$ cat src/rtl/spi_ctrl_pkg.sv
// spi_ctrl_pkg: shared types for the SPI transaction arbiter.
// Holds the controller state enum and the timeout counter width helper.
package spi_ctrl_pkg;

   typedef enum logic [2:0] {
      IDLE,
      CHECK,
      ISSUE,
      WAIT,
      RESP
   } state_t;

   function automatic int cnt_width(input int cycles);
      return (cycles > 1) ? $clog2(cycles) : 1;
   endfunction

endpackage

$ cat src/rtl/spi_transaction_arbiter_rr.sv
// rr_arbiter: round-robin arbiter with a registered last-grant pointer.
// Ports: fabric_clk, reset, req (requests), advance (commit grant), grant (one-hot).
module rr_arbiter #(
   parameter int N = 4
) (
   input  logic         fabric_clk,
   input  logic         reset,
   input  logic [N-1:0] req,
   input  logic         advance,
   output logic [N-1:0] grant
);

   localparam int PW = (N > 1) ? $clog2(N) : 1;

   logic [PW-1:0] last;
   logic [PW-1:0] win;
   logic [PW-1:0] idx;

   // Walk offsets from farthest to nearest so the nearest set bit after
   // the last grant is the one left standing.
   always_comb begin
      grant = '0;
      win   = last;
      idx   = '0;
      for (int k = N; k >= 1; k--) begin
         idx = PW'((int'(last) + k) % N);
         if (req[idx]) begin
            grant      = '0;
            grant[idx] = 1'b1;
            win        = idx;
         end
      end
   end

   // Pointer starts at N-1 so requester 0 wins first after reset.
   always_ff @(posedge fabric_clk) begin
      if (reset) begin
         last <= PW'(N - 1);
      end else if (advance) begin
         last <= win;
      end
   end

endmodule

$ cat src/rtl/spi_transaction_arbiter.sv
// spi_transaction_arbiter: shares one SPI core among NUM_REQ requesters.
// Ports: req_* (requester side), rsp_* (responses), spi_* (core side), busy.
module spi_transaction_arbiter
   import spi_ctrl_pkg::*;
#(
   parameter int NUM_REQ               = 4,
   parameter int DATA_WIDTH            = 32,
   parameter int TRANSACTION_LEN_WIDTH = 6,
   parameter int TIMEOUT_CYCLES        = 4096
) (
   input  logic                                     fabric_clk,
   input  logic                                     reset,
   input  logic [NUM_REQ-1:0]                       req_valid,
   output logic [NUM_REQ-1:0]                       req_ready,
   input  logic [NUM_REQ*TRANSACTION_LEN_WIDTH-1:0] req_length,
   input  logic [NUM_REQ*DATA_WIDTH-1:0]            req_data,
   input  logic [NUM_REQ*DATA_WIDTH-1:0]            req_rw_mask,
   output logic [NUM_REQ-1:0]                       rsp_valid,
   output logic [DATA_WIDTH-1:0]                    rsp_data,
   output logic                                     rsp_error,
   output logic [TRANSACTION_LEN_WIDTH-1:0]         spi_transaction_length,
   output logic [DATA_WIDTH-1:0]                    spi_transaction_data,
   output logic [DATA_WIDTH-1:0]                    spi_transaction_rw_mask,
   input  logic                                     spi_done,
   input  logic                                     spi_read_valid,
   input  logic [DATA_WIDTH-1:0]                    spi_read_data,
   output logic                                     busy
);

   localparam int LW = TRANSACTION_LEN_WIDTH;
   localparam int DW = DATA_WIDTH;
   localparam int CW = cnt_width(TIMEOUT_CYCLES);

   state_t            state;
   logic [NUM_REQ-1:0] grant_oh;
   logic [NUM_REQ-1:0] cur_oh;
   logic              advance;
   logic [LW-1:0]     sel_len;
   logic [LW-1:0]     len_q;
   logic [DW-1:0]     sel_data;
   logic [DW-1:0]     sel_mask;
   logic [DW-1:0]     data_q;
   logic [DW-1:0]     mask_q;
   logic [DW-1:0]     rd_q;
   logic [DW-1:0]     rd_now;
   logic [DW-1:0]     len_bits;
   logic              len_ok;
   logic              expect_read;
   logic              exp_q;
   logic              done_seen;
   logic              read_seen;
   logic              done_now;
   logic              read_now;
   logic              complete;
   logic [CW-1:0]     tmo_cnt;

   assign advance = (state == IDLE) && (|req_valid);

   rr_arbiter #(
      .N(NUM_REQ)
   ) u_rr (
      .fabric_clk(fabric_clk),
      .reset     (reset),
      .req       (req_valid),
      .advance   (advance),
      .grant     (grant_oh)
   );

   always_comb begin
      sel_len  = '0;
      sel_data = '0;
      sel_mask = '0;
      for (int i = 0; i < NUM_REQ; i++) begin
         if (grant_oh[i]) begin
            sel_len  = req_length[i*LW +: LW];
            sel_data = req_data[i*DW +: DW];
            sel_mask = req_rw_mask[i*DW +: DW];
         end
      end
   end

   // Only mask bits inside the transfer length decide whether a read occurs.
   always_comb begin
      len_bits = '0;
      for (int i = 0; i < DW; i++) begin
         len_bits[i] = (i < int'(len_q));
      end
      len_ok      = (len_q != '0) && (int'(len_q) <= DW);
      expect_read = |(~mask_q & len_bits);
   end

   // Same-cycle pulses count toward completion alongside the latched flags.
   assign done_now = done_seen | spi_done;
   assign read_now = read_seen | (exp_q & spi_read_valid);
   assign complete = done_now & (~exp_q | read_now);
   assign rd_now   = (exp_q & spi_read_valid) ? spi_read_data : rd_q;

   always_ff @(posedge fabric_clk) begin
      if (reset) begin
         state                   <= IDLE;
         req_ready               <= '0;
         rsp_valid               <= '0;
         rsp_data                <= '0;
         rsp_error               <= 1'b0;
         spi_transaction_length  <= '0;
         spi_transaction_data    <= '0;
         spi_transaction_rw_mask <= '0;
         busy                    <= 1'b0;
         cur_oh                  <= '0;
         len_q                   <= '0;
         data_q                  <= '0;
         mask_q                  <= '0;
         rd_q                    <= '0;
         exp_q                   <= 1'b0;
         done_seen               <= 1'b0;
         read_seen               <= 1'b0;
         tmo_cnt                 <= '0;
      end else begin
         req_ready              <= '0;
         rsp_valid              <= '0;
         rsp_data               <= '0;
         rsp_error              <= 1'b0;
         spi_transaction_length <= '0;
         unique case (state)
            IDLE: begin
               if (|req_valid) begin
                  req_ready <= grant_oh;
                  cur_oh    <= grant_oh;
                  len_q     <= sel_len;
                  data_q    <= sel_data;
                  mask_q    <= sel_mask;
                  busy      <= 1'b1;
                  state     <= CHECK;
               end
            end
            CHECK: begin
               if (!len_ok) begin
                  rsp_valid <= cur_oh;
                  rsp_error <= 1'b1;
                  state     <= RESP;
               end else begin
                  exp_q                   <= expect_read;
                  spi_transaction_length  <= len_q;
                  spi_transaction_data    <= data_q;
                  spi_transaction_rw_mask <= mask_q;
                  state                   <= ISSUE;
               end
            end
            ISSUE: begin
               tmo_cnt   <= '0;
               done_seen <= 1'b0;
               read_seen <= 1'b0;
               rd_q      <= '0;
               state     <= WAIT;
            end
            WAIT: begin
               if (spi_done) begin
                  done_seen <= 1'b1;
               end
               if (exp_q && spi_read_valid) begin
                  read_seen <= 1'b1;
                  rd_q      <= spi_read_data;
               end
               if (complete) begin
                  rsp_valid <= cur_oh;
                  rsp_data  <= exp_q ? rd_now : '0;
                  state     <= RESP;
               end else if (tmo_cnt == CW'(TIMEOUT_CYCLES - 2)) begin
                  // Response lands exactly TIMEOUT_CYCLES after launch.
                  rsp_valid <= cur_oh;
                  rsp_error <= 1'b1;
                  state     <= RESP;
               end else begin
                  tmo_cnt <= tmo_cnt + 1'b1;
               end
            end
            RESP: begin
               busy  <= 1'b0;
               state <= IDLE;
            end
            default: state <= IDLE;
         endcase
      end
   end

endmodule
$ cat config.mk
export PLATFORM = sky130hd
export DESIGN_NAME = spi_transaction_arbiter
export DESIGN_NICKNAME = d
export VERILOG_FILES = /design/src/rtl/spi_ctrl_pkg.sv /design/src/rtl/spi_transaction_arbiter_rr.sv /design/src/rtl/spi_transaction_arbiter.sv
export SDC_FILE = /design/constraint.sdc
export NUM_CORES = 1
export LEC_CHECK = 0
export ABC_AREA = 1
export CELL_PAD_IN_SITES_DETAIL_PLACEMENT = 0
export CELL_PAD_IN_SITES_GLOBAL_PLACEMENT = 1
export CORE_MARGIN = 8
export CORE_UTILIZATION = 30
export CTS_CLUSTER_SIZE = 30
export DETAILED_ROUTE_END_ITERATION = 10
export GPL_TIMING_DRIVEN = 0
export PLACE_DENSITY_LB_ADDON = 0.1
export SYNTH_ARGS = -nofsm -noshare
export SYNTH_HDL_FRONTEND = slang
export SYNTH_SLANG_ARGS = --single-unit
$ cat constraint.sdc
create_clock -name fabric_clk -period 7.6 [get_ports fabric_clk]
set_clock_uncertainty 0.2 [all_clocks]
set_input_delay 1.52 -clock fabric_clk [delete_from_list [all_inputs] [get_ports fabric_clk]]
set_output_delay 1.52 -clock fabric_clk [all_outputs]
set_load 0.02 [all_outputs]
Yosys cells after proc, flatten, opt, wreduce, memory -nomap -nowiden

Cells that the tools add are included.

Output and inout bits: 112
Logic and storage cells: 176
Bits of input ports: 320
Bits in registers: 238
Latch bits: 0
Memories: 0
Bits in writable memories: 0
Bits in read-only memories: 0

$lt $le $gt $ge: 41
$mul: 0
Multiplexer cells: 61
Add/subtract/negate cells: 5
Divide/modulo/power cells: 0
Eq/ne operators: 11
Bitwise logic cells: 14
Reductions and logical operators: 25
Shift-type cells: 0

Operators by type and width:

| kind                  | count |
|---|---|
| $mux 32               | 10 |
| $lt 5x6->1 const A    | 16 |
| $pmux 32 s2           | 1 |
| $lt 4x6->1 const A    | 8 |
| $and 32x32->32        | 1 |
| $not 32->32           | 1 |
| $reduce_or 32->1      | 1 |
| $mux 4                | 7 |
| $lt 3x6->1 const A    | 4 |
| $mux 12               | 2 |
| $mux 6                | 4 |
| $pmux 12 s2           | 1 |
| $mux 1                | 14 |
| $reduce_and 2->1      | 7 |
| $add 12x1->12 const B | 1 |
| $eq 12x12->1 const B  | 1 |
| $lt 1x6->1 const A    | 2 |
| $lt 2x3->1 const B    | 4 |
| $lt 2x6->1 const A    | 2 |
| $mux 3                | 4 |
| $pmux 3 s4            | 1 |
| $bmux 1 s2            | 4 |
| $demux 1 s2           | 4 |
| $ge 2x1->1 const B    | 4 |
| other kinds (23)      | 53 |

Depth between registers and ports, before layout

Gate-level depths: netlist of run 1.

Word-level depth: 13
Mapped depth: 17

Hierarchy

Synthesis of run 1 repeated with hierarchy kept, for this count alone.

Cells, all modules: 1612
Area total of the unflattened synthesis: 11364.6 um^2

By module, submodules not included:

| module                  | area an instance (um^2) | instances | seq. area each (um^2) | cells each |
|---|---|---|---|---|
| spi_transaction_arbiter | 10840.4                 | 1         | 4724.5                | 1517 |
| rr_arbiter              | 524.3                   | 1         | 40.0                  | 95 |

Worst setup path after synthesis of run 1

OpenSTA, ideal clock, no wires.

Path kind: input-to-reg
Start: input req_valid[2]
End: register data_q[10]
Required time: 7268 ps
Data arrival time: 2749 ps
Buffers on the path: 2
Stages: 8
Setup time: 132 ps
Path slack: 4519 ps
Cell sequence: nor4_1 -> nor2_2 -> clkinv_1 -> buf_2 -> clkbuf_1 -> nor2_1 -> nand2_1 -> a21oi_1

Cells in the longest elaborated chain, start to end: 10
Elaborated cells between the ends (all ways): 18
Classes of those cells: mux: 16; reduce/logical: 2

Ends and longest elaborated chain:

| what                         | line                             | RTL |
|---|---|---|
| start, declared              | spi_transaction_arbiter.sv:13    | `input logic [NUM_REQ-1:0] req_valid,` |
| $bmux 1 s2                   | spi_transaction_arbiter_rr.sv:27 | `if (req[idx]) begin` |
| $mux 1 (not written as such) | spi_transaction_arbiter_rr.sv:27 |  |
| $mux 4 (4 in a row)          | spi_transaction_arbiter_rr.sv:27 |  |
| $mux 32 (4 in a row)         | spi_transaction_arbiter.sv:74    | `if (grant_oh[i]) begin` |
| end signal, assigned         | spi_transaction_arbiter.sv:130   | `data_q <= sel_data;` |
| end, declared                | spi_transaction_arbiter.sv:42    | `logic [DW-1:0] data_q;` |

Several ways; a longest one is shown, not always the timed one. The select of a mux whose other input is x is not followed.
A chain may end at the register's enable or synchronous reset.

Worst setup path after layout of run 1

Start: input req_valid[3]
End: register data_q[9]

The elaborated chain is that of the path after synthesis.

==> results of run 1 <==
layout by cell type (no fill, tap or decap), drive strengths merged, types with 67 or more instances in the layout:
| master | count |
|---|---|
| clkbuf | 99 |
| nand2 | 496 |
| nand3 | 202 |
| o21ai | 110 |
| dfxtp | 238 |
| a21oi | 232 |
| buf | 67 |
| inv | 138 |
| nor2 | 321 |
| clkdlybuf4s50 | 430 |
per-layer routing:
layer  up-vias  share of wire (%)  wire, um  track usage [%]
met5         -               0.15        81                0
met4        12                1.9      1030             4.83
met3        68                8.0      4440             6.94
met2       405                 47     26400             38.1
met1      6439                 43     23600             26.8
li1       7097                  -         -                -
area by class of cell:
type / count / area (um2)
Antenna cell: 6 / 15.0
Buffer: 127 / 709
Clock buffer: 39 / 813
Clock inverter: 12 / 121
Fill cell: 4332 / 22500
Inverter: 139 / 527
Multi-Input combinational cell: 1414 / 6320
Sequential cell: 238 / 4760
Tap cell: 532 / 666
Timing Repair Buffer: 430 / 4300
state kept, by name, indices dropped and copies added (netlist names), 2 cells and up:
signal / flops
req_ready: 4
data_q: 32
spi_transaction_rw_mask: 32
mask_q: 32
rsp_valid: 4
spi_transaction_data: 32
spi_transaction_length: 6
rd_q: 32
tmo_cnt: 12
cur_oh: 4
len_q: 6
state: 3
u_rr.last: 2
rsp_data: 32
worst max path at each step:
stage,slack (ns),start,end
after global placement,2.85,req_valid[3],data_q[9]$_SDFFE_PP0P_
after CTS,3.42,req_valid[3],data_q[9]$_SDFFE_PP0P_
final,3.59,req_valid[3],data_q[9]$_SDFFE_PP0P_
after global routing,3.35,req_valid[3],data_q[10]$_SDFFE_PP0P_
after detailed placement,2.84,req_valid[3],data_q[9]$_SDFFE_PP0P_
after floorplan,4.52,req_valid[2],data_q[10]$_SDFFE_PP0P_
power groups by stage:
stage	combinational, mW	clock, mW	sequential [mW]
2_1_floorplan	2.90	0	1.84
3_3_place_gp	4.67	0	1.73
4_1_cts	4.72	1.39	1.71
5_1_grt	5.23	1.44	1.75
3_5_place_dp	4.71	0	1.73
6_report	4.68	1.36	1.71
per-stage QoR:
| stage | power [mW] | cell area (um2) | utilization [%] | instances | hold slack [ns] |
|---|---|---|---|---|---|
| after global routing | 8.42 | 18200 | 44.8 | 2933 | 0.279 |
| after floorplan | 4.74 | 12300 | - | 1918 | 0.234 |
| after CTS | 7.82 | 18200 | 44.7 | 2931 | 0.258 |
| after global placement | 6.40 | 17300 | 42.5 | 2880 | 0.248 |
| after detailed placement | 6.44 | 17300 | 42.5 | 2880 | 0.248 |
| final | 7.75 | 18200 | 44.8 | 2937 | 0.258 |
critical path, stage by stage:
cell and delay [ns]:
clkdlybuf4s50_1 0.46, nor4_1 0.72, nor2_2 0.24, clkinv_1 0.26, buf_2 0.31, clkbuf_1 0.41
nor2_1 0.10, nand2_1 0.12, a21oi_1 0.07
cell families (layout without fill, tap and decap cells):
family,after synthesis,count (layout)
AOI/OAI and AO/OA,364,364
and+or+nand+nor,1038,1038
DFF,238,238
other,0,6
buffers and inverters,266,747
adders and majority gates,9,9
xor gates and xnor gates,3,3
==> results.toml, run 1 <==
[outcome]
status = "finished clean"

[synthesis]
yosysSeqAreaShare_pct = 38.7
netlist_instances = 1918
netlist_area_mm2 = 0.0123
synth-edff-count = 0
yosysMostFrequentCell = "nand2_1"
syn_nets = 2247
yosys.area_share.simple_pct = 34.9
synth_area_leaders = "dfxtp_1 (39%), nand2_1 (15%), nor2_1 (9.6%)"
yosysWarningCount = 0
yosys.area.top_type = "dfxtp_1"
synthTopCellsByCount = "nand2_1 (483), nor2_1 (315), dfxtp_1 (238)"
synth_mux_area_share_pct = 0
synth.avg_cell_area_um2 = 6.43
synth-seq-cells = 238
ys.flop_type = "dfxtp_1"
ys_async_sr_fraction_pct = 0
synthAdderAreaFrac_pct = 0.914
synth_top_family_by_area = "simple AND/OR/NAND/NOR gates"
synth_compound_area_share_pct = 15.3
synth_cell_types = 39
synth_xor_area_share_pct = 0.213
synth_top_area_share_pct = 38.7

[final_layout]
layout-drive-gt1-share_pct = 6.13
final_net_count = 2707
synthToLayoutAreaGrowth_pct = 48.0

[power_and_ir_drop]
pwr-share-seq_pct = 22.1
sw_frac_of_total_pct = 48.2
power.density_mw_per_mm2 = 425
clkPwrFrac_pct = 17.5
vdd_drop_max_mv = 0.161
power.switching_mw = 3.74
pwr-share-comb_pct = 60.4
p_leak_nw = 7.88
p_int_mw = 4.01

[critical_path]
critPathKind = "in -> reg"
r2r-start = "u_rr.last[0]$_SDFFE_PP1P_"
start_kind = "input pin"
cp-end-kind = "flop"
worst_ep_required_time_ns = 7.82
crit_fanout = 10
reg2reg_depth = 14
r2r-end = "mask_q[6]$_SDFFE_PP0P_"
rrSetupSlack_ns = 4.30
worstPathArrival_ns = 4.23

[floorplan]
rows = 74
ioPinCount = 432
die_area_mm2 = 0.0478
start_util_pct = 30.3
die_h_um = 219
core-area_mm2 = 0.0407
die-width_um = 219

[routing]
ant_nets = 0
vias_per_cell = 4.77
wl_per_cell_um = 18.9
drt-pass1-iter-count = 5
drt-initial-drc-count = 816
drc_errors = 0
dr_total_vias = 14000
wl_um = 55600

[sta]
setup_ws_ns = 3.59
final-hold-violation-count = 0
setup_tns_ns = 0
min_period_ns = 4.01
fin_crit_sh_pct = 52.8
worst_pin_slew_ns = 0.943
drv_slew = 0
grt_setup_unrepaired = "false"
setup_viol = 0
slew-limit-headroom_pct = 36.8
clock.fmax_ghz = 0.249

[global_route]
grt_pass1_wl_um = 82400
antenna_found_initial = 14
grt_start_max_net_pins = 14
grt_use_total_pct = 22.2
overflow = 0
grt_pass1_vias = 14000

[min_path]
hp-start = "rd_q[10]$_SDFFE_PP0P_"
whs_endpoint = "rsp_data[10]$_SDFF_PP0_"
min_path_type = "reg -> reg"
whs_path_depth = 2

[clocking]
insertion_delay_ns = 0.55
cts_hold_buffers = 0
clock_sinks = 238
numCtsBuffers = 28
root_buffer = "clkbuf_16"
cts_tree = "yes"
h-tree-depth = 1
cts_setup_buffers = 0
cts_max_path_buffers = 3
post_cts_resized = 0
clk_pin_slew_ns = 0.06

[placed_design]
dpl.hpwl_um = 45300
place_ws_ns = 2.84
port_buffers = 430
place.gp.congestion = 0.910

[flow_run]
cap_violations = 0
Note: power is estimated with default switching activity, not from simulation.
==> inputs of run 2 (changes only) <==
Clock period 7.6 ns to 4.1 ns, I/O delays scaled along.
==> results of run 2 <==
Same layout as run 1 (identical final DEF). Status: finished clean.
Main changes from that run: setup slack after placement 2.84 ns -> 0.0446 ns; setup slack after layout 3.59 ns -> 0.788 ns; register-to-register setup slack 4.30 ns -> 0.80 ns; total power 7.75 mW -> 14.4 mW; worst IR drop on VDD 0.161 mV -> 0.298 mV
